**src/rtl/multicycle_control_unit_pkg.sv**
```systemverilog
// Shared encodings for the multi-cycle control unit: opcodes, FSM states, state width.
package multicycle_control_unit_pkg;

  localparam int STATE_W = 3;

  typedef enum logic [STATE_W-1:0] {
    S_FETCH  = 3'd0,
    S_DECODE = 3'd1,
    S_EXEC   = 3'd2,
    S_MEM    = 3'd3,
    S_WB     = 3'd4
  } state_t;

  localparam logic [3:0] OP_ADD  = 4'b0000;
  localparam logic [3:0] OP_ADDI = 4'b0001;
  localparam logic [3:0] OP_AND  = 4'b0010;
  localparam logic [3:0] OP_ANDI = 4'b0011;
  localparam logic [3:0] OP_LD   = 4'b0100;
  localparam logic [3:0] OP_ST   = 4'b0101;
  localparam logic [3:0] OP_CMP  = 4'b0110;

endpackage

```
**src/rtl/multicycle_control_unit_if.sv**
```systemverilog
// Control-unit <-> IR/memory/datapath signal bundle; master is the control unit.
interface multicycle_control_unit_if
  import multicycle_control_unit_pkg::*;
#(
  parameter int OPCODE_W = 4
);

  logic [OPCODE_W-1:0] opcode;
  logic                stall;
  logic                instrReady;
  logic                dataReady;
  logic                instrMemRead;
  logic                irWrite;
  logic                pcWrite;
  logic                dataMemRead;
  logic                dataMemWrite;
  logic                regWrite;
  logic                immediate;
  logic                ALUand;
  logic                ALUadd;
  logic                comparator;
  logic                PCselect;
  logic                instrDone;
  logic                memTimeout;
  logic [STATE_W-1:0]  state;

  modport master (
    input  opcode, stall, instrReady, dataReady,
    output instrMemRead, irWrite, pcWrite, dataMemRead, dataMemWrite, regWrite,
           immediate, ALUand, ALUadd, comparator, PCselect, instrDone, memTimeout, state
  );

  modport slave (
    output opcode, stall, instrReady, dataReady,
    input  instrMemRead, irWrite, pcWrite, dataMemRead, dataMemWrite, regWrite,
           immediate, ALUand, ALUadd, comparator, PCselect, instrDone, memTimeout, state
  );

endinterface

```
**src/rtl/multicycle_control_unit_decode.sv**
```systemverilog
// Combinational opcode decode: latched opcode -> ALU/PC selects and memory class.
module multicycle_control_unit_decode
  import multicycle_control_unit_pkg::*;
#(
  parameter int OPCODE_W = 4
) (
  input  logic [OPCODE_W-1:0] i_op,
  output logic                o_immediate,
  output logic                o_alu_and,
  output logic                o_alu_add,
  output logic                o_comparator,
  output logic                o_pc_select,
  output logic                o_is_mem,
  output logic                o_is_load
);

  // Zero-extend to at least 4 bits so every opcode at or above 4'b0111 falls into JUMP.
  localparam int CW = (OPCODE_W > 4) ? OPCODE_W : 4;

  logic [CW-1:0] w_op;
  assign w_op = CW'(i_op);

  always_comb begin
    o_immediate  = 1'b0;
    o_alu_and    = 1'b0;
    o_alu_add    = 1'b0;
    o_comparator = 1'b0;
    o_pc_select  = 1'b0;
    o_is_mem     = 1'b0;
    o_is_load    = 1'b0;
    case (w_op)
      CW'(OP_ADD):  o_alu_add = 1'b1;
      CW'(OP_ADDI): begin o_alu_add = 1'b1; o_immediate = 1'b1; end
      CW'(OP_AND):  o_alu_and = 1'b1;
      CW'(OP_ANDI): begin o_alu_and = 1'b1; o_immediate = 1'b1; end
      CW'(OP_LD):   begin o_is_mem = 1'b1; o_is_load = 1'b1; end
      CW'(OP_ST):   o_is_mem = 1'b1;
      CW'(OP_CMP):  o_comparator = 1'b1;
      default:      o_pc_select = 1'b1;
    endcase
  end

endmodule

```
**src/rtl/multicycle_control_unit.sv**
```systemverilog
// FETCH/DECODE/EXEC/MEM/WB sequencer with memory wait states.
// Define MEM_TIMEOUT_EN to abandon accesses that wait TIMEOUT_CYCLES without ready.
module multicycle_control_unit
  import multicycle_control_unit_pkg::*;
#(
  parameter int OPCODE_W       = 4,
  parameter int TIMEOUT_CYCLES = 16
) (
  input  logic                       clk,
  input  logic                       reset,
  multicycle_control_unit_if.master  bus
);

  state_t              r_state, w_state_next;
  logic [OPCODE_W-1:0] r_op;

  logic w_imm, w_alu_and, w_alu_add, w_cmp, w_pcs, w_is_mem, w_is_load;
  logic w_imr, w_irw, w_pcw, w_dmr, w_dmw, w_rw;
  logic w_imm_o, w_and_o, w_add_o, w_cmp_o, w_pcs_o, w_done, w_mto;
  logic w_timeout;

  multicycle_control_unit_decode #(.OPCODE_W(OPCODE_W)) u_decode (
    .i_op         (r_op),
    .o_immediate  (w_imm),
    .o_alu_and    (w_alu_and),
    .o_alu_add    (w_alu_add),
    .o_comparator (w_cmp),
    .o_pc_select  (w_pcs),
    .o_is_mem     (w_is_mem),
    .o_is_load    (w_is_load)
  );

`ifdef MEM_TIMEOUT_EN
  localparam int CNT_W = $clog2(TIMEOUT_CYCLES + 1);

  logic [CNT_W-1:0] r_wait_cnt, w_wait_cnt_next;
  logic             w_waiting;

  // A request is waiting when it is asserted and its ready has not come back this cycle.
  assign w_waiting = ((r_state == S_FETCH) && !bus.stall && !bus.instrReady) ||
                     ((r_state == S_MEM) && !bus.dataReady);
  assign w_timeout = w_waiting && (r_wait_cnt == CNT_W'(TIMEOUT_CYCLES - 1));

  always_comb begin
    w_wait_cnt_next = '0;
    if (w_waiting && !w_timeout)
      w_wait_cnt_next = r_wait_cnt + CNT_W'(1);
  end

  always_ff @(posedge clk) begin
    if (reset) r_wait_cnt <= '0;
    else       r_wait_cnt <= w_wait_cnt_next;
  end
`else
  logic w_unused_timeout;
  assign w_unused_timeout = (TIMEOUT_CYCLES > 0);
  assign w_timeout        = 1'b0;
`endif

  always_ff @(posedge clk) begin
    if (reset) begin
      r_state <= S_FETCH;
      r_op    <= '0;
    end else begin
      r_state <= w_state_next;
      if (r_state == S_DECODE) r_op <= bus.opcode;
    end
  end

  always_comb begin
    w_state_next = r_state;
    w_imr   = 1'b0;
    w_irw   = 1'b0;
    w_pcw   = 1'b0;
    w_dmr   = 1'b0;
    w_dmw   = 1'b0;
    w_rw    = 1'b0;
    w_imm_o = 1'b0;
    w_and_o = 1'b0;
    w_add_o = 1'b0;
    w_cmp_o = 1'b0;
    w_pcs_o = 1'b0;
    w_done  = 1'b0;
    w_mto   = 1'b0;
    case (r_state)
      S_FETCH: begin
        if (!bus.stall) begin
          w_imr = 1'b1;
          if (bus.instrReady) begin
            w_irw        = 1'b1;
            w_pcw        = 1'b1;
            w_state_next = S_DECODE;
          end else if (w_timeout) begin
            w_mto = 1'b1;
          end
        end
      end
      S_DECODE: w_state_next = S_EXEC;
      S_EXEC: begin
        w_imm_o = w_imm;
        w_and_o = w_alu_and;
        w_add_o = w_alu_add;
        w_cmp_o = w_cmp;
        w_pcs_o = w_pcs;
        w_pcw   = w_pcs;
        w_done  = w_cmp | w_pcs;
        if (w_is_mem)           w_state_next = S_MEM;
        else if (w_cmp | w_pcs) w_state_next = S_FETCH;
        else                    w_state_next = S_WB;
      end
      S_MEM: begin
        w_dmr = w_is_load;
        w_dmw = !w_is_load;
        if (bus.dataReady) begin
          w_done       = !w_is_load;
          w_state_next = w_is_load ? S_WB : S_FETCH;
        end else if (w_timeout) begin
          w_mto        = 1'b1;
          w_state_next = S_FETCH;
        end
      end
      S_WB: begin
        // EXEC's ALU selects stay up so the result is stable while it is written back.
        w_rw         = 1'b1;
        w_imm_o      = w_imm;
        w_and_o      = w_alu_and;
        w_add_o      = w_alu_add;
        w_done       = 1'b1;
        w_state_next = S_FETCH;
      end
      default: w_state_next = S_FETCH;
    endcase
    if (reset) begin
      w_imr   = 1'b0;
      w_irw   = 1'b0;
      w_pcw   = 1'b0;
      w_dmr   = 1'b0;
      w_dmw   = 1'b0;
      w_rw    = 1'b0;
      w_imm_o = 1'b0;
      w_and_o = 1'b0;
      w_add_o = 1'b0;
      w_cmp_o = 1'b0;
      w_pcs_o = 1'b0;
      w_done  = 1'b0;
      w_mto   = 1'b0;
    end
  end

  assign bus.instrMemRead = w_imr;
  assign bus.irWrite      = w_irw;
  assign bus.pcWrite      = w_pcw;
  assign bus.dataMemRead  = w_dmr;
  assign bus.dataMemWrite = w_dmw;
  assign bus.regWrite     = w_rw;
  assign bus.immediate    = w_imm_o;
  assign bus.ALUand       = w_and_o;
  assign bus.ALUadd       = w_add_o;
  assign bus.comparator   = w_cmp_o;
  assign bus.PCselect     = w_pcs_o;
  assign bus.instrDone    = w_done;
  assign bus.memTimeout   = w_mto;
  assign bus.state        = reset ? '0 : r_state;

endmodule
```
**src/flat_wrapper.sv**
```systemverilog
// flat-port wrapper written by rule: the top's interface ports become plain ports
module multicycle_control_unit_flat import multicycle_control_unit_pkg::*;
#(
  parameter int OPCODE_W       = 4,
  parameter int TIMEOUT_CYCLES = 16
)
  (clk, reset, bus_opcode, bus_stall, bus_instrReady, bus_dataReady, bus_instrMemRead, bus_irWrite, bus_pcWrite, bus_dataMemRead, bus_dataMemWrite, bus_regWrite, bus_immediate, bus_ALUand, bus_ALUadd, bus_comparator, bus_PCselect, bus_instrDone, bus_memTimeout, bus_state);
  multicycle_control_unit_if #(.OPCODE_W(OPCODE_W)) bus_i ();
  input  logic clk;
  input  logic reset;
  input wire logic [$bits(bus_i.opcode)-1:0] bus_opcode;
  input wire logic [$bits(bus_i.stall)-1:0] bus_stall;
  input wire logic [$bits(bus_i.instrReady)-1:0] bus_instrReady;
  input wire logic [$bits(bus_i.dataReady)-1:0] bus_dataReady;
  output wire logic [$bits(bus_i.instrMemRead)-1:0] bus_instrMemRead;
  output wire logic [$bits(bus_i.irWrite)-1:0] bus_irWrite;
  output wire logic [$bits(bus_i.pcWrite)-1:0] bus_pcWrite;
  output wire logic [$bits(bus_i.dataMemRead)-1:0] bus_dataMemRead;
  output wire logic [$bits(bus_i.dataMemWrite)-1:0] bus_dataMemWrite;
  output wire logic [$bits(bus_i.regWrite)-1:0] bus_regWrite;
  output wire logic [$bits(bus_i.immediate)-1:0] bus_immediate;
  output wire logic [$bits(bus_i.ALUand)-1:0] bus_ALUand;
  output wire logic [$bits(bus_i.ALUadd)-1:0] bus_ALUadd;
  output wire logic [$bits(bus_i.comparator)-1:0] bus_comparator;
  output wire logic [$bits(bus_i.PCselect)-1:0] bus_PCselect;
  output wire logic [$bits(bus_i.instrDone)-1:0] bus_instrDone;
  output wire logic [$bits(bus_i.memTimeout)-1:0] bus_memTimeout;
  output wire logic [$bits(bus_i.state)-1:0] bus_state;
  assign bus_i.opcode = bus_opcode;
  assign bus_i.stall = bus_stall;
  assign bus_i.instrReady = bus_instrReady;
  assign bus_i.dataReady = bus_dataReady;
  assign bus_instrMemRead = bus_i.instrMemRead;
  assign bus_irWrite = bus_i.irWrite;
  assign bus_pcWrite = bus_i.pcWrite;
  assign bus_dataMemRead = bus_i.dataMemRead;
  assign bus_dataMemWrite = bus_i.dataMemWrite;
  assign bus_regWrite = bus_i.regWrite;
  assign bus_immediate = bus_i.immediate;
  assign bus_ALUand = bus_i.ALUand;
  assign bus_ALUadd = bus_i.ALUadd;
  assign bus_comparator = bus_i.comparator;
  assign bus_PCselect = bus_i.PCselect;
  assign bus_instrDone = bus_i.instrDone;
  assign bus_memTimeout = bus_i.memTimeout;
  assign bus_state = bus_i.state;
  multicycle_control_unit #(.OPCODE_W(OPCODE_W), .TIMEOUT_CYCLES(TIMEOUT_CYCLES)) u_core (.clk(clk), .reset(reset), .bus(bus_i));
endmodule
```
**config.mk**
```make
export PLATFORM = sky130hd
export DESIGN_NAME = multicycle_control_unit_flat
export DESIGN_NICKNAME = d
export VERILOG_FILES = /design/src/rtl/multicycle_control_unit_pkg.sv /design/src/rtl/multicycle_control_unit_if.sv /design/src/rtl/multicycle_control_unit_decode.sv /design/src/rtl/multicycle_control_unit.sv /design/src/flat_wrapper.sv
export SDC_FILE = /design/constraint.sdc
export NUM_CORES = 1
export LEC_CHECK = 0
export BUFFER_PORTS_ARGS = -buffer_cell sky130_fd_sc_hd__clkbuf_2
export CORE_AREA = 2 2 39 41
export DETAILED_ROUTE_END_ITERATION = 12
export DIE_AREA = 0 0 41 43
export GPL_ROUTABILITY_DRIVEN = 0
export HOLD_SLACK_MARGIN = 0.02
export PLACE_DENSITY = 0.78
export SLEW_MARGIN = 20
export SYNTH_ARGS = -nofsm -noshare
export SYNTH_HDL_FRONTEND = slang
export SYNTH_SLANG_ARGS = --single-unit
```
**constraint.sdc**
```tcl
create_clock -name clk -period 2.9 [get_ports clk]
set_input_delay 0.58 -clock clk [delete_from_list [all_inputs] [get_ports clk]]
set_output_delay 0.58 -clock clk [all_outputs]
set_load 0.1 [all_outputs]
```
==> impl_metrics.tcl, run 1 <==
set metrics [dict create \
    viasPerCell 5.040 \
    required_ns 2.32 \
    die_h_um 43 \
    synth_edf_count 0 \
    clockBufferDepth 2 \
    cp-end-kind "primary output" \
    power.switching_w 0.0001104 \
    yosys.area.top_type "dfxtp_1" \
    num_vias 504 \
    ys_ff_latch 7 \
    finalCritPeriodShare 0.8656 \
    core_area_mm2 0.001384 \
    initial_core_util 0.3580 \
    min_period_ns 2.510 \
    antenna_found_initial 0 \
    relSlewSlack 0.6379 \
    status "finished, final reports clean" \
    worstSkewPairLatency_ns 0.24 \
    power_density_mw_per_mm2 399.2 \
    cts_hold_buf 0 \
    drive_above_1_share 0.4405 \
    dp_hpwl_um 914.6 \
    path_clk_slew_ns 0.05 \
    synthXorXnorAreaFrac 0.01768 \
    synth-compound-area-share 0.1061 \
    critical_path.max_fanout 14 \
    rsz0062_at_grt "false" \
    grtUsageTotal 0.1447 \
    slew_violations 0 \
    synth.area.mux_share 0.08081 \
    start_kind "input pin" \
    finalSetupViolCount 0 \
    p_int_w 0.0001768 \
    pwr-share-clk 0.306 \
    ys_types 30 \
    hold_ws_ns 0.5730 \
    yosysSeqAreaShare 0.2828 \
    yosys_most_used_dff "dfxtp_1" \
    htree_levels 1 \
    ctsResizeCount 0 \
    syn2layout_area_growth_pct 45.20 \
    synth_area_leaders "dfxtp_1 (28%), nor2_1 (8.3%), mux2i_1 (8.1%)" \
    io_buffers 23 \
    ant_nets 0 \
    combinationalPowerShare 0.310 \
    yosysMostFrequentCell "nor2_1" \
    cts_root_buf "clkbuf_4" \
    die_w_um 41 \
    grt_max_degree 15 \
    fmax_ghz 0.3984 \
    hold_path_class "in2reg" \
    wirelength_um 1143 \
    ios 25 \
    synthAdderAreaFrac 0 \
    ys_warn_count 0 \
    final_core_util 0.5199 \
    worst-setup-path-type "in2out" \
    synth_nets 70 \
    fin_cells 100 \
    report.power.total_w 0.0002872 \
    synth_commonest_cells "nor2_1 (11), dfxtp_1 (7), inv_1 (4), mux2i_1 (4), nor2b_1 (3)" \
    pwr-share-seq 0.385 \
    cts_made_buffers 3 \
    synth_top_family_by_area "simple AND/OR/NAND/NOR gates" \
    first_pass_iters 4 \
    maxCapViolCount 0 \
    dp.cells 96 \
    antenna_cells 0 \
    worstMarginPinSlew_ns 0.5455 \
    synth_top_area_share 0.2828 \
    grt_pass1_wl_um 1759 \
    avgSynthCellArea_um2 8.123 \
    rows 14 \
    synth-simple-area-share 0.4040 \
    cts_sinks 7 \
    drt_iter0_drc 19 \
    drc_errors 0 \
    worstPathArrival_ns 1.93 \
    syn_area_um2 495.5 \
    finalNetCount 94 \
    hold_viol_final 0 \
    max-vdd-ir-drop_mv 0.2051 \
    cts_tree "yes" \
    post_cts_buffers 0 \
    synth_cells 61 \
    nFillCells 128 \
    grt-ovfl-total 0 \
    wl_per_cell_um 11.43 \
    async_reset_ff_frac 0 \
    p_leak_nw 0.2973 \
    grt_pass1_vias 404 \
    die_area_mm2 0.001763 \
    finalClockSkew_ns 0.002031 \
    switching_share 0.3845 \
]
[sequential cells by signal, summed over array words and instances (netlist names)]
| signal | cells |
|---|---|
| u_core.r_op | 4 |
| u_core.r_state | 3 |
[through the flow]
step	area (um2)	setup TNS (ns)	worst slack (ns)
floorplan	535.5	-0.2846	-0.2846
global placement	693.2	0	0.4232
detailed placement	693.2	0	0.3826
CTS	719.4	0	0.3846
global route	719.4	0	0.3331
finish	719.4	0	0.3899
[kinds of logic after synthesis]
kind of cell | after synthesis
flip-flops | 7
AO/OA/AOI/OAI | 7
XOR/XNOR | 1
AND/OR/NAND/NOR | 32
multiplexers | 4
buffers and inverters | 9
other | 1
[layout by cell type (no fill, tap or decap)]
| cell type | n |
|---|---|
| clkbuf_2 | 18 |
| nor2_1 | 8 |
| dfxtp_1 | 7 |
| inv_1 | 4 |
| mux2i_1 | 4 |
| nor2_2 | 3 |
| clkbuf_4 | 3 |
| buf_12 | 3 |
| buf_4 | 3 |
| nor2b_1 | 2 |
| nand2_1 | 2 |
| nor4_4 | 2 |
| nor3_1 | 2 |
| a31oi_1 | 2 |
| and2_1 | 2 |
| nor2b_2 | 1 |
| nor4b_1 | 1 |
| xnor2_1 | 1 |
| nand3b_1 | 1 |
| a22o_1 | 1 |
| or3b_1 | 1 |
| or2_4 | 1 |
| or4b_1 | 1 |
| and3_1 | 1 |
| nor4b_4 | 1 |
| nor4_1 | 1 |
| nand3_1 | 1 |
| o21ai_2 | 1 |
| nor3b_2 | 1 |
| a32oi_1 | 1 |
| a2111oi_0 | 1 |
| o21ai_0 | 1 |
| conb_1 | 1 |
| clkbuf_1 | 1 |
[path summary, 6_finish.rpt]
| check | from | endpoint | slack (ns) | cells past startpoint |
|---|---|---|---|---|
| min reg2reg | u_core.r_op[2] | u_core.r_op[2] | 0.60 | 2 |
| max reg2reg | u_core.r_state[0] | u_core.r_op[3] | 1.50 | 3 |
| max | reset | bus_comparator | 0.39 | 5 |
| min | bus_opcode[2] | u_core.r_op[2] | 0.57 | 3 |
[final cells by class]
| class | count | area (um2) | share of cell area |
|---|---|---|---|
| Sequential cell | 7 | 140.1 | 0.1948 |
| Tap cell | 16 | 20.02 | 0.02783 |
| Inverter | 4 | 15.01 | 0.02087 |
| Clock buffer | 4 | 26.28 | 0.03652 |
| Multi-Input combinational cell | 45 | 345.3 | 0.4800 |
| Timing Repair Buffer | 24 | 172.7 | 0.2400 |
[worst max-delay path, cell delays in order]
cell and delay, ns:
clkbuf_2 0.23, or3b_1 0.43, or2_4 0.27, nor4_4 0.20, buf_12 0.21
[metal layers]
layer | vias up | routed length (um) | global-route usage
met3 | 2 | 51 | 0.02094
met5 | - | 0 | 0
met1 | 227 | 534 | 0.2000
met2 | 16 | 541 | 0.2063
li1 | 259 | - | -
met4 | 0 | 15 | 0.08000
[power by group through the flow]
stage | clock network, W | logic, W | registers, W
3_5_place_dp | 0 | 0.0000897 | 0.000112
2_1_floorplan | 0 | 0.0000787 | 0.000106
5_1_grt | 0.0000973 | 0.0000941 | 0.000111
4_1_cts | 0.0000891 | 0.0000898 | 0.000110
3_3_place_gp | 0 | 0.0000884 | 0.000112
6_report | 0.0000878 | 0.0000890 | 0.000110
Power figures use the tool's default switching activity.
==> inputs of run 2 (changes only) <==
--- a/config.mk
+++ b/config.mk
@@ -11,6 +11,7 @@
 export DIE_AREA = 0 0 41 43
 export GPL_ROUTABILITY_DRIVEN = 0
 export HOLD_SLACK_MARGIN = 0.02
+export MAX_ROUTING_LAYER = met4
 export PLACE_DENSITY = 0.78
 export SLEW_MARGIN = 20
 export SYNTH_ARGS = -nofsm -noshare
==> constraint.sdc (replaced) <==
create_clock -name clk -period 2.5 [get_ports clk]
set_input_delay 0.5 -clock clk [delete_from_list [all_inputs] [get_ports clk]]
set_output_delay 0.5 -clock clk [all_outputs]
set_load 0.1 [all_outputs]
==> run 2 against run 1 <==
  * Clock skew barely moved
  * Hold slack got worse by 0.085 ns
  * Core utilization rose by 5.6 points
  * Largest cell class unchanged
  * Largest power group unchanged
  * Highest routed layer unchanged
==> impl_metrics.tcl, run 2 (synthesis results as in run 1) <==
set metrics [dict create \
    rsz0062_at_grt "false" \
    start_kind "flip-flop" \
    switching_share 0.3863 \
    syn2layout_area_growth_pct 60.86 \
    report.power.total_w 0.0003483 \
    die_w_um 41 \
    initial_core_util 0.3580 \
    wirelength_um 1212 \
    cts_root_buf "clkbuf_4" \
    drc_errors 0 \
    regMostFlops "u_core.r_op" \
    wl_per_cell_um 12.00 \
    hold_path_end "u_core.r_op[3]" \
    grt-ovfl-total 0 \
    final_core_util 0.5759 \
    first_pass_iters 4 \
    path_clk_slew_ns 0.06 \
    pwr-share-seq 0.370 \
    status "finished, final reports clean" \
    finalCritPeriodShare 0.9457 \
    critical_path.max_fanout 9 \
    finalClockSkew_ns 0.002091 \
    rrSetupSlack_ns 1.08 \
    die_h_um 43 \
    hold_path_class "in2reg" \
    dp.cells 97 \
    min_path_cells 3 \
    max-vdd-ir-drop_mv 0.2097 \
    r2r_end "u_core.r_op[0]" \
    maxCapViolCount 0 \
    grt_pass1_wl_um 1897 \
    power.switching_w 0.0001345 \
    grt_pass1_vias 467 \
    finalSetupViolCount 0 \
    antenna_found_initial 0 \
    worstRegToRegCells 3 \
    holdCritStartpoint "bus_opcode[3]" \
    die_area_mm2 0.001763 \
    clockBufferDepth 2 \
    ant_nets 0 \
    worstPathArrival_ns 1.86 \
    min_period_ns 2.364 \
    required_ns 2.00 \
    largestRegisters "u_core.r_op x4, u_core.r_state x3" \
    slew_violations 0 \
    grt_max_degree 13 \
    ios 25 \
    finalNetCount 95 \
    worstMarginPinSlew_ns 0.5435 \
    htree_levels 1 \
    viasPerCell 5.149 \
    hold_ws_ns 0.4882 \
    worstSkewPairLatency_ns 0.25 \
    final_common_cell "clkbuf_2" \
    drive_above_1_share 0.5059 \
    largest_reg_flops 4 \
    num_vias 520 \
    p_leak_nw 0.3188 \
    hold_viol_final 0 \
    antenna_cells 0 \
    fmax_ghz 0.4229 \
    power_density_mw_per_mm2 437.0 \
    cts_made_buffers 3 \
    setup_tns_ns 0 \
    grtUsageTotal 0.1605 \
    cts_sinks 7 \
    final_cell_mix "clkbuf_2 (13), nor2_1 (8), dfxtp_1 (7), buf_12 (6), buf_4 (5)" \
    dp_hpwl_um 972.1 \
    cts_tree "yes" \
    relSlewSlack 0.6392 \
    combinationalPowerShare 0.327 \
    drt_iter0_drc 7 \
    pwr-share-clk 0.303 \
    p_int_w 0.0002138 \
    r2r-start "u_core.r_state[0]" \
    cp-end-kind "primary output" \
    fin_cells 101 \
    worst-setup-path-type "reg2out" \
    core_area_mm2 0.001384 \
    rows 14 \
    setup.worst_path.start "u_core.r_state[1]" \
    io_buffers 23 \
]
-- run 2: changes by cell type in the layout (fill, tap and decap cells not counted), moves of 2 or more --
cell / previous run / this run
clkbuf_2: 18 / 13
buf_12: 3 / 6
buf_4: 3 / 5
nor2b_1: 2 / 0
nor2b_2: 1 / 3
-- run 2: area by class of cell --
type	instances	area, um2
fill	129	586.8
multi-input combinational	45	367.9
inverter	4	15.01
sequential	7	140.1
tap	16	20.02
clock buffer	4	26.28
timing repair buffer	25	227.7
-- run 2: per-stage QoR --
stage | area [um2] | setup slack, ns
finish | 797.0 | 0.1356
global route | 797.0 | 0.05844
CTS | 788.3 | 0.04275
detailed placement | 762.0 | 0.2909
global placement | 762.0 | 0.3237
floorplan | 549.3 | -0.3465
-- run 2: power by group through the flow --
stage | Clock [W] | Combinational (W) | Sequential, W
after floorplan | 0 | 0.0000924 | 0.000123
final | 0.000106 | 0.000114 | 0.000129
after global placement | 0 | 0.000112 | 0.000130
after global routing | 0.000116 | 0.000119 | 0.000130
after detailed placement | 0 | 0.000113 | 0.000131
after CTS | 0.000107 | 0.000114 | 0.000128
-- run 2: routing by layer --
metal  vias up  routed length, um  track usage  share of wire
met4         0                 21      0.09333          0.017
met5         -                  0            -              0
li1        261                  -            -              -
met3         2                 59      0.02094          0.049
met2        17                602       0.2344           0.50
met1       240                529       0.2026           0.44
-- run 2: how the worst max path moves through the flow --
stage | endpoint | slack [ns] | cells after the start
CTS | bus_dataMemRead | 0.04 | 3
global route | bus_ALUadd | 0.06 | 4
finish | bus_comparator | 0.14 | 4
floorplan | bus_instrDone | -0.35 | 3
global placement | bus_comparator | 0.32 | 5
detailed placement | bus_dataMemRead | 0.29 | 3
-- run 2: critical path: stages (launching register included) --
cell and delay [ns]:
dfxtp_1 0.50, or3b_1 0.42, or2_4 0.27, nor4_4 0.19
buf_12 0.21
-- run 2: repair_timing --
action | in CTS | in global routing
endpoints found under the setup margin | 0 | 1
setup buffers | 0 | 0
hold buffers | 0 | 0
gates resized for setup | 0 | 2
==> inputs of run 3 (changes only) <==
--- a/config.mk
+++ b/config.mk
@@ -5,7 +5,7 @@
 export SDC_FILE = /design/constraint.sdc
 export NUM_CORES = 1
 export LEC_CHECK = 0
-export BUFFER_PORTS_ARGS = -buffer_cell sky130_fd_sc_hd__clkbuf_2
+export BUFFER_PORTS_ARGS = -buffer_cell sky130_fd_sc_hd__buf_2
 export CORE_AREA = 2 2 39 41
 export DETAILED_ROUTE_END_ITERATION = 12
 export DIE_AREA = 0 0 41 43
@@ -17,3 +17,4 @@
 export SYNTH_ARGS = -nofsm -noshare
 export SYNTH_HDL_FRONTEND = slang
 export SYNTH_SLANG_ARGS = --single-unit
+export TNS_END_PERCENT = 100
==> run 3 against run 2 <==
  * First-iteration DRC count rose by 14%
  * Maximum frequency is 1.1% lower
  * Die area unchanged
  * Clock-buffer cell count unchanged
  * Critical path type unchanged
  * Sequential cell count stayed put
  * Hold slack better by 0.0083 ns
  * Largest power group unchanged
  * Clock power decreased by 5%
  * Non-clock buffer count is 1 lower
  * Sequential share of layout area is 0.90 points higher
==> impl_metrics.tcl, run 3 (synthesis results as in run 1) <==
set metrics [dict create \
    status "finished, final reports clean" \
    final_core_util 0.5479 \
    final_common_cell "buf_2" \
    cts_hold_buf 0 \
    power_density_mw_per_mm2 444.6 \
    ctsResizeCount 0 \
    cts_root_buf "clkbuf_4" \
    rsz0062_at_grt "false" \
    htree_levels 1 \
    max-vdd-ir-drop_mv 0.2232 \
    worst-setup-path-type "reg2out" \
    initial_core_util 0.3580 \
    regMostFlops "u_core.r_op" \
    ios 25 \
    largestRegisters "u_core.r_op x4, u_core.r_state x3" \
    syn2layout_area_growth_pct 53.03 \
    ant_nets 0 \
    die_w_um 41 \
    path_delay_family "simple AND/OR/NAND/NOR gates" \
    drc_errors 0 \
    r2r-start "u_core.r_state[0]" \
    rows 14 \
    grtUsageTotal 0.1614 \
    critical_path.max_fanout 7 \
    core_area_mm2 0.001384 \
    drt_iter0_drc 8 \
    setup.worst_path.start "u_core.r_op[2]" \
    regArea_um2 140.1 \
    pwr-share-seq 0.381 \
    first_pass_iters 4 \
    finalCritPeriodShare 0.9565 \
    antenna_cells 0 \
    maxCapViolCount 0 \
    nFillCells 125 \
    largest_reg_flops 4 \
    dp.cells 96 \
    slew_violations 0 \
    worstSkewPairLatency_ns 0.25 \
    viasPerCell 5.170 \
    place_area_um2 732.0 \
    multiInputGateArea_um2 359.1 \
    report.power.total_w 0.0003371 \
    num_vias 517 \
    pwr-share-clk 0.301 \
    grt_pass1_vias 475 \
    fin_cells 100 \
    post_cts_buffers 0 \
    finalSetupViolCount 0 \
    hold_viol_final 0 \
    final_area_um2 758.2 \
    path_clk_slew_ns 0.05 \
    cts_made_buffers 3 \
    cts_tree "yes" \
    final_cell_mix "buf_2 (18), nor2_1 (8), dfxtp_1 (7), buf_12 (5)" \
    grt-ovfl-total 0 \
    io_buffers 23 \
    worstPathArrival_ns 1.89 \
    switching_share 0.3817 \
    power.switching_w 0.0001287 \
    critPathSlowestCell "nor4b_2" \
    finalClockSkew_ns 0.002683 \
    wl_per_cell_um 11.67 \
    fmax_ghz 0.4182 \
    cp_slowest_stage_delay_ns 0.47 \
    grt_pass1_wl_um 1904 \
    wirelength_um 1167 \
    cts_sinks 7 \
    required_ns 2.00 \
    min_period_ns 2.391 \
    p_int_w 0.0002084 \
    holdCritStartpoint "bus_opcode[3]" \
    finalNetCount 94 \
    drive_above_1_share 0.5000 \
    antenna_found_initial 0 \
    p_leak_nw 0.3127 \
    cp-end-kind "primary output" \
    crit_buf_inv 1 \
    grt_max_degree 13 \
    die_area_mm2 0.001763 \
    hold_path_class "in2reg" \
    die_h_um 43 \
    dp_hpwl_um 935.3 \
    start_kind "flip-flop" \
    combinationalPowerShare 0.319 \
    clockBufferDepth 2 \
    cp_cell_sequence "nor4b_2, nor4b_4, buf_2" \
]
[run 3: cell count changes in the layout (fill, tap and decap cells not counted), sizes merged]
cell	change
buf	+12
clkbuf	-13
[run 3: routing by layer]
layer  GRT usage  vias up  wire [um]
met2      0.2469       18        615
met5           -        -          0
met1      0.1923      241        491
met3     0.03141        2         51
li1            -      256          -
met4     0.08000        0          8
[run 3: through the flow]
| step | setup slack, ns | TNS [ns] | hold slack, ns |
|---|---|---|---|
| CTS | 0.1008 | 0 | 0.4941 |
| detailed placement | 0.2433 | 0 | 0.6032 |
| finish | 0.1088 | 0 | 0.4965 |
| global placement | 0.2575 | 0 | 0.5807 |
| floorplan | -0.3465 | -0.4636 | 0.5439 |
| global route | 0.01922 | 0 | 0.5109 |
[run 3: area by class of cell]
type	instances	share of cell area
multi-input cells	45	0.4736
repair buffers	24	0.2607
flip-flops and latches	7	0.1848
clock buffers	4	0.03465
well taps	16	0.02640
inverters	4	0.01980
[run 3: tightest hold or removal path, stage by stage]
cell,delay (ns)
buf_2,0.08
mux2i_1,0.06
nor2_1,0.07
[run 3: worst paths after layout]
check,endpoint,slack (ns),cells past startpoint
worst max-delay path,bus_dataMemRead,0.11,3
worst min-delay path,u_core.r_op[3],0.50,3
worst max register to register,u_core.r_op[2],1.13,3
worst min register to register,u_core.r_op[1],0.61,2
[run 3: power groups by stage]
stage / registers, W / logic (W) / clock network, W
detailed placement: 0.000131 / 0.000108 / 0
finish: 0.000128 / 0.000107 / 0.000101
floorplan: 0.000123 / 0.0000924 / 0
global placement: 0.000130 / 0.000107 / 0
global route: 0.000130 / 0.000115 / 0.000113
CTS: 0.000128 / 0.000108 / 0.000105
